`config.mk`:
```
export PLATFORM = sky130hd
export DESIGN_NAME = spi_frame_decoder
export DESIGN_NICKNAME = d
export VERILOG_FILES = /design/src/rtl/pwm_io_pkg.sv /design/src/rtl/addr_pointer_wrap.sv /design/src/rtl/spi_frame_decoder.sv
export SDC_FILE = /design/constraint.sdc
export NUM_CORES = 1
export LEC_CHECK = 0
export ABC_CLOCK_PERIOD_IN_PS = 1290
export CAP_MARGIN = 30
export CORE_MARGIN = 4
export CORE_UTILIZATION = 35
export DETAILED_ROUTE_END_ITERATION = 12
export SYNTH_ARGS = -nofsm -noshare
export SYNTH_HDL_FRONTEND = slang
export SYNTH_SLANG_ARGS = --single-unit
```
`constraint.sdc`:
```
create_clock -name CLK -period 1.29 [get_ports CLK]
set_input_delay 0.387 -clock CLK [delete_from_list [all_inputs] [get_ports CLK]]
set_output_delay 0.387 -clock CLK [all_outputs]
set_load 0.03 [all_outputs]
```
`src/rtl/pwm_io_pkg.sv`:
```
// Shared definitions for the PWM register interface: decoder FSM states
// and the register-map geometry (4 channels x 6 bytes).
package pwm_io_pkg;

  localparam int NUM_CHANNELS   = 4;
  localparam int CHANNEL_STRIDE = 6;
  localparam int REG_MAP_SIZE   = NUM_CHANNELS * CHANNEL_STRIDE;

  typedef enum logic [1:0] {
    ST_IDLE    = 2'd0,
    ST_ADDR    = 2'd1,
    ST_DATA    = 2'd2,
    ST_DISCARD = 2'd3
  } dec_state_t;

endpackage : pwm_io_pkg

```
`src/rtl/addr_pointer_wrap.sv`:
```
// Register-address pointer: loaded from the address byte, then stepped
// after each write when auto-increment is enabled, wrapping at NumRegs-1.
module addr_pointer_wrap #(
  parameter int NumRegs = 24
) (
  input  logic       i_clk,
  input  logic       i_srst,
  input  logic       i_load,
  input  logic [6:0] i_load_value,
  input  logic       i_load_inc_en,
  input  logic       i_advance,
  output logic [6:0] o_pointer
);

  localparam logic [6:0] LP_LAST = 7'(NumRegs - 1);

  logic [6:0] r_pointer;
  logic       r_inc_en;
  logic [6:0] w_pointer_next;

  // Next sequential address; anything at or beyond the last register wraps to 0
  always_comb begin
    w_pointer_next = r_pointer + 7'd1;
    if (r_pointer >= LP_LAST) begin
      w_pointer_next = '0;
    end
  end

  // Pointer and increment-mode registers; a load takes priority over advancing
  always_ff @(posedge i_clk) begin
    if (i_srst) begin
      r_pointer <= '0;
      r_inc_en  <= 1'b0;
    end else if (i_load) begin
      r_pointer <= i_load_value;
      r_inc_en  <= i_load_inc_en;
    end else if (i_advance && r_inc_en) begin
      r_pointer <= w_pointer_next;
    end
  end

  assign o_pointer = r_pointer;

endmodule : addr_pointer_wrap

```
`src/rtl/spi_frame_decoder.sv`:
```
// Turns a chip-select framed byte stream into register writes: the first
// byte of a frame is the address (bit 7 flips auto-increment), the rest are
// data bytes written one cycle after they arrive.
module spi_frame_decoder
  import pwm_io_pkg::*;
#(
  parameter int NumRegs        = REG_MAP_SIZE,
  parameter int AutoIncDefault = 1
) (
  input  logic       CLK,
  input  logic       RST,
  input  logic       _CS,
  input  logic       RXValid,
  input  logic [7:0] RXData,
  output logic [7:0] AddressBus,
  output logic [7:0] WriteBus,
  output logic       _Write,
  output logic       FrameError,
  output logic       Busy
);

  localparam logic [7:0] LP_NUM_REGS = 8'(NumRegs);
  localparam logic       LP_AUTO_INC = (AutoIncDefault != 0);

  dec_state_t r_state;
  dec_state_t w_state_next;

  logic [7:0] r_address_bus;
  logic [7:0] r_write_bus;
  logic       r_write_n;
  logic       r_frame_error;

  logic       w_load;
  logic       w_load_inc_en;
  logic       w_write;
  logic       w_set_err;
  logic       w_clr_err;
  logic [6:0] w_pointer;

  addr_pointer_wrap #(
    .NumRegs(NumRegs)
  ) u_pointer (
    .i_clk        (CLK),
    .i_srst       (RST),
    .i_load       (w_load),
    .i_load_value (RXData[6:0]),
    .i_load_inc_en(w_load_inc_en),
    .i_advance    (w_write),
    .o_pointer    (w_pointer)
  );

  assign w_load_inc_en = LP_AUTO_INC ^ RXData[7];

  // State register
  always_ff @(posedge CLK) begin
    if (RST) begin
      r_state <= ST_IDLE;
    end else begin
      r_state <= w_state_next;
    end
  end

  // Next state and per-cycle actions; a byte arriving as _CS rises is still
  // handled by the current state before the frame closes
  always_comb begin
    w_state_next = r_state;
    w_load       = 1'b0;
    w_write      = 1'b0;
    w_set_err    = 1'b0;
    w_clr_err    = 1'b0;
    case (r_state)
      ST_IDLE: begin
        if (!_CS) begin
          w_state_next = ST_ADDR;
          w_clr_err    = 1'b1;
        end
      end
      ST_ADDR: begin
        if (RXValid) begin
          w_load = 1'b1;
          if ({1'b0, RXData[6:0]} < LP_NUM_REGS) begin
            w_state_next = ST_DATA;
          end else begin
            w_state_next = ST_DISCARD;
            w_set_err    = 1'b1;
          end
        end
        if (_CS) begin
          w_state_next = ST_IDLE;
        end
      end
      ST_DATA: begin
        if (RXValid) begin
          w_write = 1'b1;
        end
        if (_CS) begin
          w_state_next = ST_IDLE;
        end
      end
      ST_DISCARD: begin
        if (_CS) begin
          w_state_next = ST_IDLE;
        end
      end
      default: begin
        w_state_next = ST_IDLE;
      end
    endcase
  end

  // Write bus registers: strobe for one cycle, hold address/data otherwise
  always_ff @(posedge CLK) begin
    if (RST) begin
      r_address_bus <= 8'h00;
      r_write_bus   <= 8'h00;
      r_write_n     <= 1'b1;
    end else begin
      r_write_n <= ~w_write;
      if (w_write) begin
        r_address_bus <= {1'b0, w_pointer};
        r_write_bus   <= RXData;
      end
    end
  end

  // Sticky frame error, cleared when a new frame opens
  always_ff @(posedge CLK) begin
    if (RST) begin
      r_frame_error <= 1'b0;
    end else if (w_set_err) begin
      r_frame_error <= 1'b1;
    end else if (w_clr_err) begin
      r_frame_error <= 1'b0;
    end
  end

  assign AddressBus = r_address_bus;
  assign WriteBus   = r_write_bus;
  assign _Write     = r_write_n;
  assign FrameError = r_frame_error;
  assign Busy       = (r_state != ST_IDLE);

endmodule : spi_frame_decoder

```
Word-level counts from Yosys, hierarchy flattened
Index checks and enable logic that the tools add are counted.
{"block": "op_classes", "n_mul": 0, "n_addsub": 1, "n_reduce_logical": 7, "order_cmp": 2, "muxes": 19, "shift": 0, "div": 0, "bitwise_logic": 2, "n_eq_ne": 6}
{"cell": "$mux W7", "n": 3}
{"cell": "$mux W1", "n": 11}
{"cell": "$mux W2", "n": 4}
{"cell": "$add A7 B1 Y7 const B", "n": 1}
{"cell": "$ge A7 B5 Y1 const B", "n": 1}
{"cell": "$lt A7 B5 Y1 const B", "n": 1}
{"cell": "$pmux W2 S3", "n": 1}
{"cell": "$reduce_bool A2 Y1", "n": 3}
{"cell": "$eq A2 B2 Y1 const B", "n": 2}
{"cell": "$ne A3 B3 Y1 const B", "n": 1}
{"cell": "$reduce_and A3 Y1", "n": 1}
{"cell": "$eq A2 B1 Y1 const B", "n": 1}
{"cell": "$logic_not A2 Y1", "n": 1}
{"cell": "$ne A2 B1 Y1 const B", "n": 1}
{"cell": "$ne A2 B2 Y1 const B", "n": 1}
{"cell": "$not A1 Y1", "n": 2}
{"cell": "$reduce_or A2 Y1", "n": 1}
{"cell": "$logic_and A1 B1 Y1", "n": 1}
{"block": "totals", "mem_count": 0, "regBits": 27, "ram_bits": 0, "output_inout_bits": 19, "latch_bits": 0, "mem_bits_ro": 0}

Longest topological paths before layout
{"block": "logic_depth", "depth_word": 5, "mapped_depth": 6, "mapped_depth_nobuf": 5}

Hierarchy
A second synthesis with hierarchy kept.
{"block": "unflattened", "cells_unflattened": 137, "area_unflattened_um2": 1320.0}
{"mod": "spi_frame_decoder", "area_per_inst_um2": 878.3, "instances": 1, "cells_per_inst": 85, "seq_area_each_um2": 380.4}
{"mod": "addr_pointer_wrap", "area_per_inst_um2": 441.7, "instances": 1, "cells_per_inst": 52, "seq_area_each_um2": 160.2}

Worst setup path before layout
No wires, ideal clock.
{"block": "synth_path", "kind": "reg-to-reg", "from": "register u_pointer.r_pointer[0] (netlist: u_pointer.o_pointer[0])", "to": "register u_pointer.r_pointer[2] (netlist: u_pointer.o_pointer[2])", "period_less_slack_ns": 1.323, "t_arrival_ns": 1.192, "path_buffers": 0, "stages_incl_launch_ff": 6, "setup_slack_ns": -0.033, "t_required_ns": 1.159, "setup_ns": 0.131, "cell_sequence": "dfxtp_1 ha_1 nor2_1 a221o_1 nand3b_4 o31ai_1"}
{"block": "synth_between", "elab_chain_len": 4}
{"element": "start: declaration", "line": "addr_pointer_wrap.sv:17", "rtl": "logic [6:0] r_pointer;"}
{"element": "start signal: assignment", "line": "addr_pointer_wrap.sv:35", "rtl": "r_pointer <= i_load_value;"}
{"element": "start signal: assignment", "line": "addr_pointer_wrap.sv:38", "rtl": "r_pointer <= w_pointer_next;"}
{"element": "$add A7 B1 Y7 / $ge A7 B5 Y1 (equally long branches)", "line": "addr_pointer_wrap.sv:23, addr_pointer_wrap.sv:24"}
{"element": "$mux W7 *", "line": "addr_pointer_wrap.sv:24", "rtl": "if (r_pointer >= LP_LAST) begin"}
{"element": "$mux W7 *", "line": "addr_pointer_wrap.sv:37", "rtl": "end else if (i_advance && r_inc_en) begin"}
{"element": "$mux W7 *", "line": "addr_pointer_wrap.sv:34", "rtl": "end else if (i_load) begin"}
Every way passes the cells marked *; elsewhere a longest branch is shown, timed or not. The select of a mux whose other input is x is not followed.
A chain may end at the register's enable or synchronous reset.

Final worst setup path
{"block": "layout_path", "from": "register r_state[0]", "to": "register u_pointer.r_pointer[3] (netlist: u_pointer.o_pointer[3])"}
{"block": "layout_between", "elab_chain_len": 4}
{"element": "start: declaration", "line": "spi_frame_decoder.sv:25", "rtl": "dec_state_t r_state;"}
{"element": "start signal: assignment", "line": "spi_frame_decoder.sv:59", "rtl": "r_state <= w_state_next;"}
{"element": "$eq A2 B2 Y1", "line": "spi_frame_decoder.sv:71", "rtl": "case (r_state)"}
{"element": "$mux W1", "line": "spi_frame_decoder.sv:71"}
{"element": "$logic_and A1 B1 Y1", "line": "addr_pointer_wrap.sv:37"}
{"element": "$reduce_bool A2 Y1 (no source line)"}
Parallel ways exist; a longest one is shown, timed or not.

==> results.yml <==
critical_path:
  timing.rr.end: "u_pointer.o_pointer[3]$_SDFFE_PP0P_"
  crit_required_ps: 1540
  worstPathCellList: "buf_4 -> buf_6 -> and3b_2 -> a31oi_4 -> buf_6 -> a21oi_1 -> o22ai_1"
  r2r_setup_slack_ps: -260
  cp_num_cells: 7
  cp-start-kind: "register"
  crit_buf_inv: 3
  slowest_delay_ps: 360
  cpLargestDelayFamily: "compound AO/OA/AOI/OAI gates"
  crit_fanout: 5
  worstSetupPathType: "register to register"
  worstRegToRegCells: 7
  endpoint: "u_pointer.o_pointer[3]$_SDFFE_PP0P_"
  timing.critical_path.mode_cell: "buf_6"
  slowest_stage: "dfxtp_2"
  r2r_start: "r_state[0]$_SDFFE_PP0P_"
  arrival_ps: 1800
  endpoint_kind: "register"
  startpoint: "r_state[0]$_SDFFE_PP0P_"
cts:
  clk_latency_ps: 320
  cts.clk_slew.worst_paths_ps: 140
  cts_tree: "done"
  numCtsBuffers: 3
  clk_path_buf_depth: 2
  root_buffer: "clkbuf_4"
  cts.sinks: 27
  htreeDepth: 1
layout:
  multi_input_area_um2: 752.0
  antennaDiodeCount: 0
  syn_to_final_growth_pct: 68.90
  regArea_um2: 548.0
  utilization: 0.6364
  instances_no_fill: 243
  fillCellCount: 284
  num-nets-final: 213
  drive_above_1_share: 0.4925
timing:
  finalHoldViolCount: 0
  rsz0062_at_grt: "true"
  final_max_slew_viol_count: 0
  min_period_ps: 1552
  setup-violations-final: 25
  min_period_over_period: 1.203
  max_freq_mhz: 644.2
  setup_tns_ps: -5287
  layout_setup_ws_ps: -262.2
  fin_worst_skew_ps: 3.017
grt:
  antenna_found_initial: 0
  grt_pass1_wl_um: 5865
  top_usage_layer: "met2"
  overflow: 0
  grt_util_met3: 0.02891
  grt_max_degree: 15
  use_met1: 0.2061
  grt_use_total: 0.1752
  met2_usage: 0.3229
  grt_pass1_vias: 1243
die:
  fp.dieH_um: 66.03
  num_rows: 20
  io_pins: 31
  core-area_mm2: 0.003128
  die-area_mm2: 0.004360
  die_w_um: 66.03
  initial_core_util: 0.3768
yosys:
  synth_largest_area_cell: "dfxtp_1"
  syn_area_mm2: 0.001179
  syn_inst: 141
  synth_flop_cell: "dfxtp_1"
  ys.warnings.count: 0
  synth_top_area_share: 0.4586
  synth_nets: 154
  synth_area_leaders: "dfxtp_1, nand2_1, a21oi_1, a22oi_1, nor2_1"
  yosys_register_bits: 27
  synth_edf_count: 0
  ys_seq_area_frac: 0.4586
  async_reset_ff_frac: 0
  synth_cell_types: 37
  avgSynthCellArea_um2: 8.359
power:
  p_total_uw: 1547
  power.density_mw_per_mm2: 777.0
  p_leak_uw: 0.0008149
  vdd_drop_max_v: 0.0004356
detailed_routing:
  drc: 0
  totalWireLength_um: 3618
  wl_per_cell_um: 14.89
  via_per_inst: 5.111
  ant_nets: 0
  drt-initial-drc-count: 40
  via_count: 1242
  dr.pass1.iters: 4
hold_path:
  min_path_type: "register to register"
  hp-start: "AddressBus[2]$_SDFFE_PP0N_"
place:
  place_congestion: 0.8465
  portBuffers: 29
  hpwlAfterDp_um: 2388
  place_inst: 231
outcome:
  outcome: "complete, but fails checks"
  violations: "setup timing"
flow_run:
  drv_cap: 0
==> sequential cells by signal, indices dropped and copies added (netlist names) <==
signal               flops
AddressBus               7
u_pointer.r_inc_en       1
u_pointer.o_pointer      7
r_state                  2
FrameError               1
WriteBus                 8
_Write                   1
==> worst register-to-register path, cell delays in order, from the launching register on <==
cell     delay [ps]
dfxtp_2         360
buf_4           130
buf_6           110
and3b_2         270
a31oi_4         250
buf_6           140
a21oi_1          50
o22ai_1         170
==> logic make-up after synthesis <==
| kind of cell | count (synthesis) | synth area share |
|---|---|---|
| AO/OA/AOI/OAI | 42 | 0.2357 |
| XOR/XNOR | 1 | 0.007432 |
| other | 1 | 0.003182 |
| buffers and inverters | 12 | 0.04776 |
| AND/OR/NAND/NOR | 57 | 0.2367 |
| flip-flops | 27 | 0.4586 |
| adder cells (fa/ha/maj) | 1 | 0.01061 |
==> worst min-delay path by stage <==
stage / to / slack, ps / cells after the start
detailed placement: WriteBus[0]$_SDFFE_PP0N_ / 440 / 2
floorplan: r_state[1]$_SDFFE_PP0P_ / 470 / 1
global route: AddressBus[2]$_SDFFE_PP0N_ / 490 / 2
finish: AddressBus[2]$_SDFFE_PP0N_ / 460 / 2
global placement: AddressBus[1]$_SDFFE_PP0N_ / 440 / 2
CTS: WriteBus[0]$_SDFFE_PP0N_ / 460 / 2
==> timing repair <==
action	CTS	global route
resized for setup	26	33
gates cloned	2	0
buffers inserted	5	1
pin swaps	6	13
hold buffers	0	0
endpoints found under the setup margin	25	29
==> cell usage in the layout, fill, tap and decap left out, drive strengths merged, types with 3 or more instances in the layout <==
cell	n
nor3	3
clkdlybuf4s50	10
dfxtp	27
inv	3
nand2	34
a22oi	4
clkbuf	4
a21oi	24
nand3b	3
nor2	6
buf	52
nand2b	3
==> layout make-up <==
type	instances	share of cell area
sequential	27	0.2753
clock buffer	4	0.01320
timing repair buffer	63	0.3004
tap	44	0.02766
multi-input combinational	102	0.3777
inverter	3	0.005657
==> routing by layer <==
layer  vias up  part of all wire
li1        608                 -
met1       596              0.41
met4         0            0.0094
met2        33              0.53
met5         -                 0
met3         5             0.048
==> where the power goes <==
part           switching (uW)  internal [uW]
Clock                     245            121
Combinational             144            155
Sequential               25.8            856
Total                     415           1130
==> Yosys cell counts, types with 2 or more instances <==
cell type and n:
nand3b_1 2, nor2_1 6, buf_2 3, a22oi_1 4, o22ai_1 2, buf_4 2
nand2b_1 3, clkbuf_1 4, a21oi_1 24, inv_1 3, a211oi_1 2, nand2_1 34
dfxtp_1 27, nor3_1 2
==> stage by stage <==
step           setup slack (ps)  hold slack [ps]  cell area [um2]
2_1_floorplan            -5.393            466.3             1182
3_3_place_gp             -519.6            442.2             1658
3_5_place_dp             -608.2            444.7             1658
4_1_cts                  -252.8            463.5             1869
5_1_grt                  -303.8            488.3             1991
6_report                 -262.2            464.2             1991
No activity file was read; power rests on OpenSTA's default activity.
